File: config.mk
export PLATFORM = sky130hd
export DESIGN_NAME = ast_rr_arbiter
export DESIGN_NICKNAME = d
export VERILOG_FILES = /design/src/rtl/ast_rr_arbiter.sv
export SDC_FILE = /design/constraint.sdc
export NUM_CORES = 1
export LEC_CHECK = 0
export BUFFER_PORTS_ARGS = -buffer_cell sky130_fd_sc_hd__buf_2
export CORE_ASPECT_RATIO = 0.7
export CORE_MARGIN = 3
export CORE_UTILIZATION = 30
export DETAILED_ROUTE_END_ITERATION = 10
export SYNTH_ARGS = -nofsm -noshare
export SYNTH_HDL_FRONTEND = slang
export SYNTH_SLANG_ARGS = --single-unit
File: constraint.sdc
create_clock -name clk_i -period 4 [get_ports clk_i]
set_input_delay 0.4 -clock clk_i [delete_from_list [all_inputs] [get_ports clk_i]]
set_output_delay 0.4 -clock clk_i [all_outputs]
set_load 0.03 [all_outputs]
File: src/rtl/ast_rr_arbiter.sv
// rtl/ast_rr_arbiter.sv - packet-level round-robin Avalon-ST arbiter feeding one FIFO sink.
// Define AST_ARB_STATS_EN to add per-source completed-packet counters on pkt_cnt_o.
module ast_rr_arbiter #(
    parameter int NUM_SRC             = 4,
    parameter int DATABITS_PER_SYMBOL = 8,
    parameter int SYMBOLS_PER_BEAT    = 4,
    parameter int WIDTH               = SYMBOLS_PER_BEAT * DATABITS_PER_SYMBOL,
    parameter int CH_W                = (NUM_SRC > 1) ? $clog2(NUM_SRC) : 1,
    parameter int CNT_W               = 16
) (
    input  logic                     clk_i,
    input  logic                     rst_i,
    input  logic [NUM_SRC*WIDTH-1:0] snk_data_i,
    input  logic [NUM_SRC-1:0]       snk_valid_i,
    input  logic [NUM_SRC-1:0]       snk_sop_i,
    input  logic [NUM_SRC-1:0]       snk_eop_i,
    output logic [NUM_SRC-1:0]       snk_ready_o,
    output logic [WIDTH-1:0]         src_data_o,
    output logic                     src_valid_o,
    output logic                     src_sop_o,
    output logic                     src_eop_o,
    output logic [CH_W-1:0]          src_channel_o,
    input  logic                     src_ready_i,
    output logic                     busy_o
`ifdef AST_ARB_STATS_EN
    ,
    output logic [NUM_SRC*CNT_W-1:0] pkt_cnt_o
`endif
);

    typedef enum logic {IDLE, LOCK} state_t;

    state_t            state_q, state_d;
    logic [CH_W-1:0]   grant_q, grant_d;
    logic [CH_W-1:0]   last_grant_q, last_grant_d;
    logic [WIDTH-1:0]  data_q, data_d;
    logic              sop_q, sop_d;
    logic              eop_q, eop_d;
    logic              valid_q, valid_d;
    logic [CH_W-1:0]   chan_q, chan_d;
    logic              out_free;
    logic              accept;
    logic [CH_W:0]     pick;

    // Returns {found, index} of the first request strictly after 'last', wrapping.
    function automatic logic [CH_W:0] rr_pick(input logic [NUM_SRC-1:0] req,
                                              input logic [CH_W-1:0]    last);
        logic [CH_W:0]   res;
        logic [CH_W-1:0] cur;
        res = '0;
        cur = last;
        for (int i = 0; i < NUM_SRC; i++) begin
            cur = (cur == CH_W'(NUM_SRC - 1)) ? '0 : cur + 1'b1;
            if (!res[CH_W] && req[cur]) res = {1'b1, cur};
        end
        return res;
    endfunction

    always_comb begin
        state_d      = state_q;
        grant_d      = grant_q;
        last_grant_d = last_grant_q;
        data_d       = data_q;
        sop_d        = sop_q;
        eop_d        = eop_q;
        valid_d      = valid_q;
        chan_d       = chan_q;
        snk_ready_o  = '0;
        accept       = 1'b0;
        out_free     = !valid_q || src_ready_i;
        pick         = rr_pick(snk_valid_i & snk_sop_i, last_grant_q);

        case (state_q)
            IDLE: begin
                if (pick[CH_W]) begin
                    state_d = LOCK;
                    grant_d = pick[CH_W-1:0];
                end
            end
            LOCK: begin
                snk_ready_o[grant_q] = out_free;
                accept = snk_valid_i[grant_q] && out_free;
                if (accept && snk_eop_i[grant_q]) begin
                    state_d      = IDLE;
                    last_grant_d = grant_q;
                end
            end
            default: state_d = IDLE;
        endcase

        // The output register drains in either state; it only loads on an accepted beat.
        if (accept) begin
            data_d  = snk_data_i[int'(grant_q)*WIDTH +: WIDTH];
            sop_d   = snk_sop_i[grant_q];
            eop_d   = snk_eop_i[grant_q];
            chan_d  = grant_q;
            valid_d = 1'b1;
        end else if (out_free) begin
            valid_d = 1'b0;
        end
    end

    always_ff @(posedge clk_i or negedge rst_i) begin
        if (!rst_i) begin
            state_q      <= IDLE;
            grant_q      <= '0;
            last_grant_q <= CH_W'(NUM_SRC - 1);
            data_q       <= '0;
            sop_q        <= 1'b0;
            eop_q        <= 1'b0;
            valid_q      <= 1'b0;
            chan_q       <= '0;
        end else begin
            state_q      <= state_d;
            grant_q      <= grant_d;
            last_grant_q <= last_grant_d;
            data_q       <= data_d;
            sop_q        <= sop_d;
            eop_q        <= eop_d;
            valid_q      <= valid_d;
            chan_q       <= chan_d;
        end
    end

    assign src_data_o    = data_q;
    assign src_valid_o   = valid_q;
    assign src_sop_o     = sop_q;
    assign src_eop_o     = eop_q;
    assign src_channel_o = chan_q;
    assign busy_o        = (state_q == LOCK);

`ifdef AST_ARB_STATS_EN
    logic [CNT_W-1:0] cnt_q [NUM_SRC];
    logic [CNT_W-1:0] cnt_d [NUM_SRC];

    always_comb begin
        cnt_d = cnt_q;
        if (accept && snk_eop_i[grant_q]) cnt_d[grant_q] = cnt_q[grant_q] + 1'b1;
    end

    always_ff @(posedge clk_i or negedge rst_i) begin
        if (!rst_i) begin
            for (int s = 0; s < NUM_SRC; s++) cnt_q[s] <= '0;
        end else begin
            cnt_q <= cnt_d;
        end
    end

    for (genvar s = 0; s < NUM_SRC; s++) begin : g_cnt
        assign pkt_cnt_o[s*CNT_W +: CNT_W] = cnt_q[s];
    end
`endif

endmodule
==> run_results.csv <==
group,metric,value,unit
cells_and_area,nNetsFinal,490,
floorplan,core.rowCount,28,
clock_network,clkSinkCount,42,
sta,fin_max_slew_vios,0,
critical_path,worst_r2r_startpoint,"grant_q[0]",
critical_path,worst_setup_path_category,"reg -> reg",
synthesis,synthesis.yosys.warnings,0,
clock_network,cts_resizes,0,
synthesis,yosysMostFrequentCell,"sky130_fd_sc_hd__dfrtp_1",
synthesis,ys.flop_type,"sky130_fd_sc_hd__dfrtp_1",
critical_path,cp_data_required_time,4.15,ns
floorplan,floorplan.initialDensity,31.1,%
sta,report.final.hold_viol_count,0,
synthesis,synth_top_area_share,37.8,%
sta,worst_slew_pin_slew,1.14,ns
cells_and_area,final_core_utilization,44.1,%
sta,max_slew_headroom,23.6,%
floorplan,coreArea,8510,um^2
synthesis,synth_area,2650,um^2
cells_and_area,fillCellCount,814,
global_route,first_global_vias,2352,
global_route,grt.met2_usage,27.0,%
sta,timing.clock.skew,0.00633,ns
synthesis,synth_top_cell_by_area,"sky130_fd_sc_hd__dfrtp_1",
global_route,grt_remaining_overflow,0,
critical_path,reg2reg_slack,1.58,ns
power_and_ir_drop,power_per_cell_area,808,nW/um^2
clock_network,cts_buffer_depth,2,
power_and_ir_drop,p_leak,1.82,nW
route,number_of_design_rule_violations_left_by_the_first_detailed_router_iteration,44,
route,postRouteWirelength,7.54,mm
critical_path,setup.worst_path.start_class,"flip-flop",
placed_design,finalWeightedCongestion,0.871,
cells_and_area,fraction_of_final_layout_cells_with_drive_strength_greater_than_1,77.2,%
cells_and_area,finish.cell_count_without_fillers,467,
floorplan,die-area,10000,um^2
route,routed_via_density,4.77,
cells_and_area,p_r_area_growth_vs_syn,41.9,%
clock_network,tritoncts,"yes",
clock_network,cts-buffers-inserted,5,
clock_network,cts-hold-fix-buffers,0,
global_route,met3_layer_usage_reported_by_global_route,4.38,%
synthesis,yosys_register_bits,42,
synthesis,synth_cells,166,
synthesis,yosysUniqueCellTypes,32,
floorplan,num_io_pins,185,
global_route,global_route.usage.total,15.0,%
placed_design,post-place-cells,459,
sta,final-setup-viol-count,0,
synthesis,syn_nets,310,
route,ant_nets,0,
route,wl_per_cell,16.1,um
placed_design,port_buffers,184,
critical_path,worst-r2r-cell-count,3,
critical_path,worstReg2RegEnd,"src_data_o[14]",
route,drt_drc_violations_left,0,
clock_network,worst_skew_pair.late_latency,0.28,ns
global_route,grt_most_used_layer,"met2",
placed_design,hpwl_dp,5.92,mm
synthesis,synth_top_cells_by_count,"sky130_fd_sc_hd__dfrtp_1 (40), sky130_fd_sc_hd__mux4_2 (35), sky130_fd_sc_hd__mux2_2 (21)",
cells_and_area,antenna_cells_inserted,0,
floorplan,vertical_die_dimension,84.6,um
route,vias,2228,
global_route,grt_use_met1,17.6,%
synthesis,synth_edf_count,0,
sta,period_minus_slack,2.42,ns
global_route,grt_antenna_before_repair,0,
global_route,first_pass_grt_wire_length,12.0,mm
run,timing.max_cap.violations,0,
sta,layout_worst_path_cycle_share,60.6,%
clock_network,clock_tree.htree_level_count,2,
sta,fmaxAchievable,413,MHz
critical_path,worst-path-max-fanout,38,
clock_network,post_cts.repair.setup_buffers,0,
critical_path,cp_data_arrival_time,2.57,ns
floorplan,die_w,118,um
min_path,timing.hold.worst.class,"in -> async",
global_route,grt_max_degree,43,
synthesis,synth-async-reset-ratio,100,%
route,dr.pass1.iters,3,
clock_network,cts.reportedPaths.clkPinSlew,0.06,ns
power_and_ir_drop,vdd_drop_max,384,uV
outcome,run_status,"finished, final reports clean",
clock_network,clk_root_buffer_cell,"sky130_fd_sc_hd__clkbuf_16",
synthesis,ys_seq_area_share,39.8,%
critical_path,critical_path_sink_type,"flip-flop",
sta,rsz_0062_raised_after_global_routing,"no",
synthesis,synth.top_cells.by_area,"sky130_fd_sc_hd__dfrtp_1 (38%), sky130_fd_sc_hd__mux4_2 (30%), sky130_fd_sc_hd__mux2_2 (8.9%)",
synthesis,post_synth.cell_area_avg,16.0,um^2
sta,finalSetupTns,0,ns
[flip-flops by register name (all words and copies together), names as in the netlist]
register and count:
busy_o 1, grant_q 2, last_grant_q 2, src_channel_o 2, src_data_o 32, src_eop_o 1
src_sop_o 1, src_valid_o 1
[cell families (layout without fill, tap and decap cells)]
logic type | Yosys count | count (layout) | synth area share, %
multiplexers | 72 | 72 | 47.6
adder cells (fa/ha/maj) | 1 | 1 | 0.472
buffers and inverters | 15 | 196 | 4.82
AND/OR/NAND/NOR | 23 | 23 | 4.06
AO/OA/AOI/OAI | 13 | 13 | 3.31
flip-flops | 42 | 42 | 39.8
[report_power, final]
| part | internal [mW] | total [mW] | switching [mW] | leakage (nW) |
|---|---|---|---|---|
| logic | 0.881 | 1.88 | 0.998 | 1.26 |
| registers | 0.654 | 0.770 | 0.115 | 0.489 |
| clock network | 0.232 | 0.386 | 0.154 | 0.0641 |
| total | 1.77 | 3.03 | 1.27 | 1.82 |
[how the worst max path moves through the flow]
stage / startpoint / to / cells after the start
CTS: grant_q[0] / src_data_o[14] / 3
global placement: snk_valid_i[1] / src_data_o[16] / 4
global route: grant_q[0] / src_data_o[0] / 3
floorplan: grant_q[1] / snk_ready_o[2] / 3
detailed placement: snk_valid_i[1] / src_data_o[20] / 4
finish: grant_q[0] / src_data_o[14] / 3
[per-stage QoR]
stage | instance area, um^2 | worst slack, ns | hold WS (ns) | total power [mW]
2_1_floorplan | 2650 | 2.08 | 0.104 | 2.27
3_3_place_gp | 3620 | 1.63 | 0.458 | 2.64
3_5_place_dp | 3620 | 1.53 | 0.462 | 2.68
4_1_cts | 3760 | 1.56 | 0.313 | 3.08
5_1_grt | 3760 | 1.45 | 0.365 | 3.24
6_report | 3760 | 1.58 | 0.267 | 3.03
[final cells by class]
| cell class | count | area [um^2] | share of cell area [%] |
|---|---|---|---|
| clock buffer | 7 | 133 | 3.53 |
| sequential | 42 | 1060 | 28.1 |
| tap | 120 | 150 | 4.00 |
| multi-input combinational | 109 | 1470 | 39.1 |
| inverter | 2 | 7.51 | 0.200 |
| clock inverter | 1 | 7.51 | 0.200 |
| timing repair buffer | 186 | 936 | 24.9 |
[cells in the final DEF (no fill, tap or decap), types with 3 or more instances in the layout]
cell type	n
sky130_fd_sc_hd__mux2_4	15
sky130_fd_sc_hd__nor2_1	4
sky130_fd_sc_hd__clkbuf_16	5
sky130_fd_sc_hd__dfrtp_1	38
sky130_fd_sc_hd__mux4_2	35
sky130_fd_sc_hd__mux2_2	21
sky130_fd_sc_hd__buf_2	184
sky130_fd_sc_hd__nand2_1	10
sky130_fd_sc_hd__o21ai_0	3
[worst max-delay path, stage by stage (launching register included)]
cell and delay, ns:
sky130_fd_sc_hd__dfrtp_2 0.41, sky130_fd_sc_hd__mux4_2 0.37, sky130_fd_sc_hd__nand3_2 0.87, sky130_fd_sc_hd__mux2_4 0.63
[layer usage]
metal / routed length [um] / share of wire, % / vias up
li1: - / - / 1024
met1: 2980 / 40 / 1098
met2: 3920 / 52 / 100
met3: 571 / 7.6 / 6
met4: 74 / 0.98 / 0
met5: 0 / 0 / -
Note: power is estimated with default switching activity, not from simulation.
